## src/rtl/branch_resolver_if.sv

```systemverilog
// Fetch/execute-facing signal bundle for branch_resolver.
// The fetch/execute side drives through master; the resolver uses slave.
interface branch_resolver_if #(
  parameter int DEPTH = 4
);
  localparam int CW = $clog2(DEPTH + 1);

  // pred_* is a valid/ready push: the entry is taken on a rising edge where
  // pred_valid && pred_ready. ex_valid has no ready; it is accepted
  // unconditionally, and an empty FIFO only raises underflow_err.
  logic          pred_valid;
  logic [31:0]   pred_pc;
  logic          pred_taken;
  logic          pred_ready;
  logic          ex_valid;
  logic          ex_taken;
  logic [31:0]   ex_target;
  logic          branch_resolved;
  logic          branch_outcome;
  logic [31:0]   branch_pc;
  logic          mispredict;
  logic [31:0]   redirect_pc;
  logic [CW-1:0] inflight_count;
  logic          underflow_err;

  modport master (
    output pred_valid, pred_pc, pred_taken, ex_valid, ex_taken, ex_target,
    input  pred_ready, branch_resolved, branch_outcome, branch_pc,
           mispredict, redirect_pc, inflight_count, underflow_err
  );

  modport slave (
    input  pred_valid, pred_pc, pred_taken, ex_valid, ex_taken, ex_target,
    output pred_ready, branch_resolved, branch_outcome, branch_pc,
           mispredict, redirect_pc, inflight_count, underflow_err
  );
endinterface

```

## src/rtl/branch_resolver.sv

```systemverilog
// In-flight branch FIFO: matches execute outcomes against predictions in order,
// emits predictor updates and a mispredict redirect that flushes younger entries.
module branch_resolver #(
  parameter int DEPTH = 4
) (
  input  logic             clk,
  input  logic             reset,
  branch_resolver_if.slave bus
);
  localparam int AW = $clog2(DEPTH);
  localparam int CW = $clog2(DEPTH + 1);

  logic [31:0]   r_mem_pc    [DEPTH];
  logic          r_mem_taken [DEPTH];
  logic [AW-1:0] r_rptr;
  logic [AW-1:0] r_wptr;
  logic [CW-1:0] r_count;
  logic          r_resolved;
  logic          r_outcome;
  logic [31:0]   r_bpc;
  logic          r_mispredict;
  logic [31:0]   r_redirect;
  logic          r_underflow;

  logic          w_ready;
  logic          w_push;
  logic          w_pop;
  logic          w_mis;
  logic [31:0]   w_entry_pc;
  logic          w_entry_taken;

  // Refuse pushes while the redirect is visible: fetch is still on the wrong path.
  assign w_ready       = (r_count < CW'(DEPTH)) && !r_mispredict;
  assign w_push        = bus.pred_valid && w_ready;
  assign w_pop         = bus.ex_valid && (r_count != '0);
  assign w_entry_pc    = r_mem_pc[r_rptr];
  assign w_entry_taken = r_mem_taken[r_rptr];
  assign w_mis         = w_pop && (bus.ex_taken != w_entry_taken);

  always_ff @(posedge clk) begin
    if (w_push && !w_mis) begin
      r_mem_pc[r_wptr]    <= bus.pred_pc;
      r_mem_taken[r_wptr] <= bus.pred_taken;
    end
  end

  always_ff @(posedge clk or posedge reset) begin
    if (reset) begin
      r_rptr  <= '0;
      r_wptr  <= '0;
      r_count <= '0;
    end else if (w_mis) begin
      // Everything younger than the mispredicted branch is wrong-path.
      r_rptr  <= r_rptr + AW'(1);
      r_wptr  <= r_rptr + AW'(1);
      r_count <= '0;
    end else begin
      if (w_push) r_wptr <= r_wptr + AW'(1);
      if (w_pop)  r_rptr <= r_rptr + AW'(1);
      r_count <= r_count + CW'(w_push) - CW'(w_pop);
    end
  end

  always_ff @(posedge clk or posedge reset) begin
    if (reset) begin
      r_resolved   <= 1'b0;
      r_outcome    <= 1'b0;
      r_bpc        <= 32'h0;
      r_mispredict <= 1'b0;
      r_redirect   <= 32'h0;
      r_underflow  <= 1'b0;
    end else begin
      r_resolved   <= w_pop;
      r_mispredict <= w_mis;
      if (w_pop) begin
        r_outcome <= bus.ex_taken;
        r_bpc     <= w_entry_pc;
      end
      if (w_mis) r_redirect <= bus.ex_taken ? bus.ex_target : w_entry_pc + 32'd4;
      if (bus.ex_valid && (r_count == '0)) r_underflow <= 1'b1;
    end
  end

  assign bus.pred_ready      = w_ready;
  assign bus.branch_resolved = r_resolved;
  assign bus.branch_outcome  = r_outcome;
  assign bus.branch_pc       = r_bpc;
  assign bus.mispredict      = r_mispredict;
  assign bus.redirect_pc     = r_redirect;
  assign bus.inflight_count  = r_count;
  assign bus.underflow_err   = r_underflow;
endmodule

```

## src/flat_wrapper.sv

```systemverilog
// flat-port wrapper written by rule: the top's interface ports become plain ports
module branch_resolver_flat 
#(
  parameter int DEPTH = 4
)
  (clk, reset, bus_pred_valid, bus_pred_pc, bus_pred_taken, bus_ex_valid, bus_ex_taken, bus_ex_target, bus_pred_ready, bus_branch_resolved, bus_branch_outcome, bus_branch_pc, bus_mispredict, bus_redirect_pc, bus_inflight_count, bus_underflow_err);
  branch_resolver_if #(.DEPTH(DEPTH)) bus_i ();
  input  logic clk;
  input  logic reset;
  input wire logic [$bits(bus_i.pred_valid)-1:0] bus_pred_valid;
  input wire logic [$bits(bus_i.pred_pc)-1:0] bus_pred_pc;
  input wire logic [$bits(bus_i.pred_taken)-1:0] bus_pred_taken;
  input wire logic [$bits(bus_i.ex_valid)-1:0] bus_ex_valid;
  input wire logic [$bits(bus_i.ex_taken)-1:0] bus_ex_taken;
  input wire logic [$bits(bus_i.ex_target)-1:0] bus_ex_target;
  output wire logic [$bits(bus_i.pred_ready)-1:0] bus_pred_ready;
  output wire logic [$bits(bus_i.branch_resolved)-1:0] bus_branch_resolved;
  output wire logic [$bits(bus_i.branch_outcome)-1:0] bus_branch_outcome;
  output wire logic [$bits(bus_i.branch_pc)-1:0] bus_branch_pc;
  output wire logic [$bits(bus_i.mispredict)-1:0] bus_mispredict;
  output wire logic [$bits(bus_i.redirect_pc)-1:0] bus_redirect_pc;
  output wire logic [$bits(bus_i.inflight_count)-1:0] bus_inflight_count;
  output wire logic [$bits(bus_i.underflow_err)-1:0] bus_underflow_err;
  assign bus_i.pred_valid = bus_pred_valid;
  assign bus_i.pred_pc = bus_pred_pc;
  assign bus_i.pred_taken = bus_pred_taken;
  assign bus_i.ex_valid = bus_ex_valid;
  assign bus_i.ex_taken = bus_ex_taken;
  assign bus_i.ex_target = bus_ex_target;
  assign bus_pred_ready = bus_i.pred_ready;
  assign bus_branch_resolved = bus_i.branch_resolved;
  assign bus_branch_outcome = bus_i.branch_outcome;
  assign bus_branch_pc = bus_i.branch_pc;
  assign bus_mispredict = bus_i.mispredict;
  assign bus_redirect_pc = bus_i.redirect_pc;
  assign bus_inflight_count = bus_i.inflight_count;
  assign bus_underflow_err = bus_i.underflow_err;
  branch_resolver #(.DEPTH(DEPTH)) u_core (.clk(clk), .reset(reset), .bus(bus_i));
endmodule
```

## config.mk

```make
export PLATFORM = sky130hd
export DESIGN_NAME = branch_resolver_flat
export DESIGN_NICKNAME = d
export VERILOG_FILES = /design/src/rtl/branch_resolver_if.sv /design/src/rtl/branch_resolver.sv /design/src/flat_wrapper.sv
export SDC_FILE = /design/constraint.sdc
export NUM_CORES = 1
export LEC_CHECK = 0
export ABC_CLOCK_PERIOD_IN_PS = 5950
export CORE_UTILIZATION = 30
export CTS_CLUSTER_SIZE = 12
export DETAILED_ROUTE_END_ITERATION = 8
export HOLD_SLACK_MARGIN = 0.06
export PLACE_DENSITY = 0.5
export SETUP_SLACK_MARGIN = 0.5
export SYNTH_ARGS = -nofsm -noshare
export SYNTH_HDL_FRONTEND = slang
export SYNTH_SLANG_ARGS = --single-unit
export TNS_END_PERCENT = 50
```

## constraint.sdc

```tcl
create_clock -name clk -period 5.95 [get_ports clk]
set_input_delay 1.19 -clock clk [delete_from_list [all_inputs] [get_ports clk]]
set_output_delay 1.19 -clock clk [all_outputs]
set_load 0.005 [all_outputs]
```

==> implementation parameters <==
Parameter                              Value

Worst setup path
  Slowest cell on the critical path    inv_2
  Largest incremental delay on the critical path    0.71 ns
  Largest delay contributor family on the critical path    buffers and inverters
  Critical path launch point type    input pin
  Crit path arrival time    4.46 ns
  Sequence of cells on the critical path    clkdlybuf4s50_1 > nand2b_2 > inv_1 > buf_4 > nand2b_1 > inv_2 > nand2_1 > o221ai_1
  Type of element capturing the critical path    flip-flop
  Count of buffering cells on the critical path with inverters included    4
  Worst-path maximum fanout    35
  Class of the most critical setup path    input pin to flip-flop
  Critical Path RT    6.36 ns

Clocking
  TritonCTS clock tree    built
  Post-CTS Setup Repair Bufs    0
  TritonCTS Buffers    25
  Maximum root-to-sink buffer count    3
  Post_cts resized    0
  Number of levels the H-tree was split into    1
  CTS clk-pin slew, worst paths    0.05 ns
  Clock latency at the later pin of the worst-skew pair    0.52 ns
  CTS Hold Buffers Added    0
  Clk Tree Root Cell    clkbuf_16
  Count of clock tree sinks    207

Finish
  Layout cells sized above 1    11.7%
  Number of nets at the end of the flow    831
  Final-layout fill cell count    2726
  Post-synthesis to final-layout area growth    30.0%
  Most common cell after layout, fill and taps aside    clkdlybuf4s50_1
  Antenna Diode Count    0
  Highest-count cells in the layout ignoring fill and taps    141 x clkdlybuf4s50_1, 132 x edfxtp_1, 119 x nand2_1

Synthesis
  Synth Cell Area    8650 sq um
  Unique masters post-synth    48
  Synthesized netlist net count    687
  Count of warnings emitted by yosys    0
  Post-Syn Area per Cell    14.2 sq um
  Number of enable-type register cells in the synthesized netlist    132
  Post-Syn Instances    609
  Async set or reset register ratio after synthesis    36.2%
  Post-synthesis sequential area ratio    67.5%
  Dominant synthesized flop cell    edfxtp_1
  Count of state elements after synthesis    207

Global routing
  Total global-route track usage    15.5%
  GRT met2 Usage    26.1%
  Layer with the highest usage    met2
  Number of global-route vias before repair    5780
  GR met3 Demand/Resource    2.44%
  Global-route wire length before repair    34000 um
  Global routing usage on met1    20.4%
  Initial antenna violation count    0
  Pin count of the biggest net entering global routing    65
  Remaining Overflow, GRT    0

Floorplanning
  Horizontal die dimension    172 um
  Total I/O pin count    142
  Core area    28100 sq um
  Die ar.    29500 sq um
  Number of cell rows    61
  Starting Density    30.8%
  Die Y    172 um

Timing
  Unrepaired setup endpoints after global routing    no
  Max Clock Freq    247 MHz
  Crit share post-route    68.0%
  Max Clock Skew    0.0133 ns
  Setup ws final    1.91 ns
  Max-slew violation total from the final report    0
  Final setup violation count    0
  Final min period    4.04 ns
  Post-Route Setup TNS    0 ns
  Final hold vios    0
  Transition time at the pin with the least slew margin    1.03 ns
  Hold slack    0.463 ns
  Slew HR    31.5%

Placement
  Routability cong.    0.804
  Number of port buffers    141
  Post-detail-place hpwl    15000 um
  Post-placement setup slack    1.31 ns

Detailed routing
  Detail Route Antenna Nets    0
  Number of DRC markers in iteration 0    449
  Number of vias after detailed routing    5412
  Routed wire length per instance    19.5 um
  Average via count per standard cell    4.71
  Number of DRC violations after detailed routing    0
  Wirelength, routed    22400 um
  First drt pass iteration count    4

Pwr
  Part of the power in registers    37.1%
  Cell-internal power    3.85 mW
  Largest vdd supply drop    220 uV
  Portion of total power attributed to the clock network    26.1%
  Logic gate share of total power    36.8%
  Power density normalized to cell area    509 nW/um^2
  Reported net switching power    1.87 mW
  Switching part of the total    32.7%
  Leakage power    4.17 nW

Outcome
  Result of the run    completed

Hold path
  Type of the tightest min-delay check    flip-flop to flip-flop

Run
  Count of maximum capacitance violations    0
## sequential cells by signal, summed over array words and instances, names as in the netlist
name / flops
u_core.bus.branch_outcome: 1
u_core.bus.branch_pc: 32
u_core.bus.branch_resolved: 1
u_core.bus.inflight_count: 3
u_core.bus.mispredict: 1
u_core.bus.redirect_pc: 32
u_core.bus.underflow_err: 1
u_core.r_mem_pc: 128
u_core.r_mem_taken: 4
u_core.r_rptr: 2
u_core.r_wptr: 2
## cells by family (layout without fill, tap and decap cells)
family | count (synthesis) | in the layout | synth area share, %
AND/OR/NAND/NOR | 208 | 208 | 11.2
XOR/XNOR | 34 | 34 | 3.44
multiplexers | 35 | 35 | 9.09
adder cells (fa/ha/maj) | 8 | 8 | 1.24
buffers and inverters | 44 | 207 | 2.58
AO/OA/AOI/OAI | 73 | 73 | 4.88
flip-flops | 207 | 207 | 67.5
## worst register-to-register path: cells and delay by family (launching register included)
kind | cells | cell delay (ns)
simple gates | 4 | 1.49
flops | 1 | 0.45
compound gates | 1 | 0.35
buf+inv | 3 | 1.14
## power by group through the flow
stage	Sequential [mW]	Clock [mW]	Combinational, mW
floorplan	2.11	0	1.23
global placement	2.15	0	2.11
detailed placement	2.16	0	2.14
CTS	2.13	1.53	2.15
global route	2.16	1.59	2.33
finish	2.12	1.49	2.11
## cell usage after synthesis, types with 3 or more instances
| library cell | count | share of area, % |
|---|---|---|
| buf_2 | 5 | 0.29 |
| clkbuf_1 | 18 | 0.78 |
| nand2b_1 | 3 | 0.22 |
| o22ai_1 | 7 | 0.51 |
| buf_1 | 3 | 0.13 |
| xnor2_1 | 22 | 2.2 |
| ha_1 | 7 | 1.0 |
| nor2_1 | 31 | 1.3 |
| o21ai_1 | 9 | 0.52 |
| buf_4 | 3 | 0.26 |
| inv_1 | 11 | 0.48 |
| a21oi_1 | 23 | 1.3 |
| o21ai_0 | 21 | 1.2 |
| dfrtp_1 | 75 | 22 |
| xor2_1 | 12 | 1.2 |
| edfxtp_1 | 132 | 46 |
| nor3_1 | 6 | 0.35 |
| nand4_1 | 11 | 0.80 |
| o22ai_2 | 3 | 0.43 |
| and3_1 | 16 | 1.2 |
| nand3_1 | 5 | 0.29 |
| and2_1 | 4 | 0.29 |
| nand2_1 | 119 | 5.2 |
| mux4_2 | 27 | 7.0 |
| mux4_1 | 6 | 1.8 |
## area by class of cell
class,count,area (sq um),share of cell area (%)
Clock buffer,35,716,6.36
Tap cell,378,473,4.21
Inverter,12,46.3,0.412
Sequential cell,207,5840,52.0
Multi-Input combinational cell,358,2590,23.0
Timing Repair Buffer,149,1470,13.1
Clock inverter,11,106,0.946
## final timing paths
check	slack, ns	cells after the start	startpoint	to
max in group asynchronous	3.87	3	reset	u_core.r_rptr[0]$_DFFE_PP0P_
min in group asynchronous	0.92	2	reset	u_core.bus.branch_pc[26]$_DFFE_PP0P_
hold / removal	0.46	1	u_core.bus.underflow_err$_DFFE_PP0P_	u_core.bus.underflow_err$_DFFE_PP0P_
setup reg to reg	2.44	8	u_core.bus.inflight_count[1]$_DFF_PP0_	u_core.bus.redirect_pc[12]$_DFFE_PP0P_
setup / recovery	1.91	8	bus_ex_valid	u_core.bus.redirect_pc[12]$_DFFE_PP0P_
hold reg to reg	0.46	1	u_core.bus.underflow_err$_DFFE_PP0P_	u_core.bus.underflow_err$_DFFE_PP0P_
## metrics by stage
step                      std cells  total power [mW]  util (%)  cell area (sq um)
after floorplan                 609              3.34         -               8650
after global placement         1104              4.25      37.1              10400
after detailed placement       1104              4.30      37.1              10400
after CTS                      1150              5.81      40.0              11200
after global routing           1150              6.08      40.0              11200
final                          1150              5.72      40.0              11200
## metal layers
layer | routed length, um | vias to the layer above
met2 | 11000 | 140
met5 | 0 | -
met1 | 9900 | 2728
li1 | - | 2512
met3 | 1000 | 32
met4 | 557 | 0
Note: power is estimated with default switching activity, not from simulation.
==> edit 1, RTL diff (same flow settings) <==
`DEPTH` is set to 4 in 3 places; all go to 8.
--- a/src/rtl/branch_resolver_if.sv
+++ b/src/rtl/branch_resolver_if.sv
@@ -3,3 +3,3 @@
 interface branch_resolver_if #(
-  parameter int DEPTH = 4
+  parameter int DEPTH = 8
 );
--- a/src/rtl/branch_resolver.sv
+++ b/src/rtl/branch_resolver.sv
@@ -3,3 +3,3 @@
 module branch_resolver #(
-  parameter int DEPTH = 4
+  parameter int DEPTH = 8
 ) (
--- a/src/flat_wrapper.sv
+++ b/src/flat_wrapper.sv
@@ -3,3 +3,3 @@
 #(
-  parameter int DEPTH = 4
+  parameter int DEPTH = 8
 )
Ports: changed (resized bus_inflight_count); port bits go from 142 to 143. No check against the original RTL was run, so the function may have changed too.
==> edit 1 against the unedited design <==
  * Wire length increased by 57%
  * Critical endpoint is now u_core.r_mem_pc[3][25]
  * Largest cell class unchanged
  * Sequential cell count grew 135
  * Non-clock buffer count is 16 higher
  * Design area grew 54%
  * Area after synthesis rose by 62%
  * Total power grew 50%
  * Setup slack got worse by 160 ps
  * Utilization shrank 2.3 points
==> edit 1: results (changes against the unedited design) <==
| Metric | Value |
|---|---|
| Critical Path End | `u_core.r_mem_pc[3][25]` |
| Share of cells above drive strength 1 | `15.9% (+4.3 points)` |
| Final wirelength | `35.2 mm (+57%)` |
| Multiplexer share of the synthesized area | `13.7% (+4.6 points)` |
| WP data arrival | `4350 ps (-110 ps)` |
| Starting DRC count in detailed routing | `549 (+22%)` |
| Post-DP HPWL | `22.7 mm (+51%)` |
| Most area-consuming cells after synthesis | `edfxtp_1, dfrtp_1, mux4_2` |
| Vias per cell | `4.72 (+0.21%)` |
| PortBufs | `142 (+0.71%)` |
| Net Count, Synth | `883 (+29%)` |
| Mapped Avg Cell Area | `17.4 um2 (+23%)` |
| Fillcell total | `4276 (+57%)` |
| Max FFs per register | `256 (+100%)` |
| Fraction of registers with async set/reset | `22.8% (-13 points)` |
| GPL Wtd Cong | `0.734 (-8.7%)` |
| Max Clock Skew | `12.3 ps (-1.00 ps)` |
| Hold path depth | `2 (+1)` |
| Nets | `1044 (+26%)` |
| Adder-cell area share of the yosys netlist | `0.857% (-0.39 points)` |
| Register area share after synthesis | `70.5% (+2.9 points)` |
| EDFF count, synth | `264 (+100%)` |
| Vias in the first global route | `7793 (+35%)` |
| Distinct cells, synth | `58 (+21%)` |
| Synth Area in XOR/XNOR | `2.19% (-1.3 points)` |
| Num CTS Buffers | `38 (+52%)` |
| DP Cell Count | `1525 (+38%)` |
| Crit Path Max Fanout | `46 (+31%)` |
| Slew headroom | `42.1% (+11 points)` |
| Htree depth | `2 (+1)` |
| Hold Crit Start | `u_core.bus.branch_pc[6]` |
| Commonest cells post-synth | `edfxtp_1, dfrtp_1, nand2_1` |
| Status | `complete, no violations` |
| Largest net degree at the start of global routing | `62 (-4.6%)` |
| Leak pwr | `5.96 nW (+43%)` |
| Slowest CP cell | `dfrtp_4` |
| Setup slack at placement | `1640 ps (+324 ps)` |
| Final worst path period share | `70.6% (+2.7 points)` |
| Worst VDD drop | `0.000165 V (-25%)` |
| Post-synthesis compound-gate area fraction | `3.97% (-0.91 points)` |
| First-pass GRT wire length | `51.9 mm (+53%)` |
| GRT Util Overall | `14.9% (-0.64 points)` |
| Switching Share | `32.9% (+0.18 points)` |
| Wire per inst | `22.1 um (+13%)` |
==> edit 1: metal layers <==
layer	part of all wire [%]	global-route usage [%]	wire, um
met1	47	20.7	16400
met2	47	23.7	16600
met3	4.6	2.96	1620
met4	1.8	3.99	642
met5	0.037	0	13
==> edit 1: cells by family after synthesis <==
kind of cell / count (synthesis)
flip-flops: 342
AND/OR/NAND/NOR: 154
multiplexers: 104
AO/OA/AOI/OAI: 102
buffers and inverters: 58
XOR/XNOR: 35
adder cells (fa/ha/maj): 9
==> edit 1: power by group through the flow <==
stage / combinational [mW] / sequential [mW] / clock [mW]
2_1_floorplan: 1.98 / 3.24 / 0
3_3_place_gp: 3.03 / 3.46 / 0
3_5_place_dp: 3.05 / 3.47 / 0
4_1_cts: 3.05 / 3.42 / 2.26
5_1_grt: 3.26 / 3.46 / 2.35
6_report: 2.98 / 3.40 / 2.20
==> edit 1: per-stage QoR <==
step / area, um2 / hold WS, ps
floorplan: 14000 / 451
global placement: 16100 / 463
detailed placement: 16100 / 468
CTS: 17300 / 480
global route: 17300 / 502
finish: 17300 / 476
==> edit 1: area by class of cell <==
cell class / instances / area (um2) / area share [%]
Timing Repair Buffer: 165 / 1610 / 9.29
Sequential cell: 342 / 9890 / 57.2
Inverter: 14 / 53.8 / 0.311
Multi-Input combinational cell: 404 / 3830 / 22.1
Antenna cell: 2 / 5.00 / 0.0289
Clock buffer: 51 / 1030 / 5.96
Clock inverter: 17 / 128 / 0.738
Tap cell: 600 / 751 / 4.34
==> edit 1: critical path, delay by kind of cell, from the launching register on <==
kind | cells | cell delay [ps]
buf+inv | 2 | 890
flops | 1 | 800
mux | 2 | 1140
simple gates | 4 | 930
==> edit 2, RTL diff (same flow settings) <==
Made on the original files. Reset style: synchronous (`reset`), changed in 2 clocked blocks.
--- a/src/rtl/branch_resolver.sv
+++ b/src/rtl/branch_resolver.sv
@@ -46,3 +46,3 @@
 
-  always_ff @(posedge clk or posedge reset) begin
+  always_ff @(posedge clk) begin
     if (reset) begin
@@ -63,3 +63,3 @@
 
-  always_ff @(posedge clk or posedge reset) begin
+  always_ff @(posedge clk) begin
     if (reset) begin
Formal check against the unedited RTL: differs if reset is asserted again (counterexample within 4 cycles, from zero or initial values and one cycle with reset high); with reset held inactive, the same outputs for 4 cycles.
==> edit 2 against the unedited design <==
  * Die area shrank 2.0%
  * Sequential share of layout area is 1.7 points lower
  * Wire length fell by 0.96%
  * Design area shrank 2.5%
  * Area after synthesis decreased by 2.0%
  * Total power down 17%
  * First-iteration DRC count decreased by 24%
  * Sequential cell count grew 2
  * Utilization shrank 0.58 points
  * Setup slack better by 310 ps
  * Largest cell class unchanged
  * Highest routed layer unchanged
==> edit 2: results (changes against the unedited design) <==
| Metric | Value |
|---|---|
| Worst hold slack | `455 ps (-8.14 ps)` |
| Hold path depth | `2 (+1)` |
| Via Count | `5455 (+0.79%)` |
| Max Clock Skew | `16.3 ps (+2.99 ps)` |
| Mapped Avg Cell Area | `14.1 um2 (-1.0%)` |
| Post-DP Area | `10200 um2 (-1.8%)` |
| Yosys warning count | `0 (unchanged)` |
| Met1 Track Usage GR | `20.5% (+0.16 points)` |
| WP data arrival | `3920 ps (-540 ps)` |
| Crit-path max cell delay | `800 ps (+90 ps)` |
| Leak pwr | `3.62 nW (-13%)` |
| Commonest cells post-synth | `edfxtp_1, nand2_1, dfxtp_1` |
| Slowest CP cell | `and2_1` |
| Fillcell total | `2663 (-2.3%)` |
| Crit Reg-Reg Endpoint | `u_core.r_mem_pc[0][27]` |
| Status | `complete, no violations` |
| First-pass GRT wire length | `33.5 mm (-1.2%)` |
| GRT Util Overall | `15.4% (-0.096 points)` |
| Distinct cells, synth | `50 (+4.2%)` |
| Crit Path Max Fanout | `33 (-5.7%)` |
| Drt pass-1 iters | `5 (+1)` |
| Largest net degree at the start of global routing | `46 (-29%)` |
| Worst R2R Path Depth | `7 (-1)` |
| DP Cell Count | `1097 (-0.63%)` |
| Final setup violation count | `0 (unchanged)` |
| Vias in the first global route | `5626 (-2.7%)` |
| Nets | `822 (-1.1%)` |
| Post-DP HPWL | `15.0 mm (-0.37%)` |
| Hold Crit Start | `u_core.bus.branch_pc[20]` |
| Worst VDD drop | `0.000203 V (-7.9%)` |
| M2 GR Usage | `26.1% (-0.071 points)` |
| Wire per inst | `19.5 um (about the same)` |
| GPL Wtd Cong | `0.768 (-4.4%)` |
| Starting DRC count in detailed routing | `341 (-24%)` |
| Cell family with most CP delay | `simple AND/OR/NAND/NOR gates` |
| WHS Endpoint | `u_core.bus.branch_pc[20]` |
| Met3 Use GR | `2.19% (-0.25 points)` |
| Ant diodes | `0 (unchanged)` |
| Share of cells above drive strength 1 | `8.94% (-2.7 points)` |
| Most area-consuming cells after synthesis | `edfxtp_1, dfxtp_1, mux4_1` |
| Worst-Margin Slew | `1200 ps (+169 ps)` |
| Net Count, Synth | `681 (-0.87%)` |
| Final wirelength | `22.2 mm (-0.96%)` |
| R2R Setup Slk | `2210 ps (-230 ps)` |
-- edit 2: cell types whose count changed in the layout (fill, tap and decap cells not counted), sizes merged, moves of 15 or more --
cell   before  now
nand2     120   90
dfrtp      75    0
a22oi       2   19
a21oi      23   39
dfxtp       0   77
nor2       31   16
-- edit 2: cell families after synthesis --
| group | Yosys count | synth area share (%) |
|---|---|---|
| compound gates | 112 | 7.84 |
| xor+xnor | 31 | 3.20 |
| fa+ha+maj | 8 | 1.27 |
| buf+inv | 45 | 2.97 |
| flops | 209 | 65.0 |
| mux | 34 | 10.0 |
| simple gates | 164 | 9.73 |
-- edit 2: worst max path at each step --
stage	start	end	slack [ps]	depth (start not counted)
global placement	bus_ex_valid	u_core.r_mem_pc[1][27]	1800	7
detailed placement	bus_ex_valid	u_core.r_mem_pc[1][25]	1700	7
finish	flip-flop	u_core.r_mem_pc[0][27]	2210	7
global route	flip-flop	u_core.r_mem_pc[1][26]	1940	7
floorplan	bus_ex_valid	u_core.bus.inflight_count[2]	2860	12
CTS	flip-flop	u_core.r_mem_pc[1][26]	2150	7
-- edit 2: final cells by class --
cell class	count	area, um2	area share, %
Clock inverter	3	31.3	0.285
Sequential cell	209	5510	50.2
Multi-Input combinational cell	349	2740	25.0
Tap cell	378	473	4.31
Timing Repair Buffer	151	1480	13.5
Clock buffer	39	697	6.36
Inverter	10	37.5	0.342
-- edit 2: where the power goes --
part           total [mW]  switching, mW  internal (mW)  leakage, nW
logic                1.45          0.798          0.647         1.44
registers            1.96          0.118           1.84         1.83
clock network        1.36          0.558          0.799        0.349
-- edit 2: worst min-delay path, cell delays in order (launching register included) --
cell     delay (ps)
dfxtp_1         310
nand2_1          50
a21oi_1          50
-- edit 2: through the flow --
step	setup slack, ps	util (%)
global placement	1800	36.8
detailed placement	1700	36.8
global route	1940	39.5
floorplan	2860	-
finish	2210	39.5
CTS	2150	39.5
-- edit 2: layer usage --
metal | wire (um) | up-vias
li1 | - | 2557
met1 | 10100 | 2720
met2 | 10700 | 145
met3 | 948 | 33
met4 | 548 | 0
met5 | 0 | -
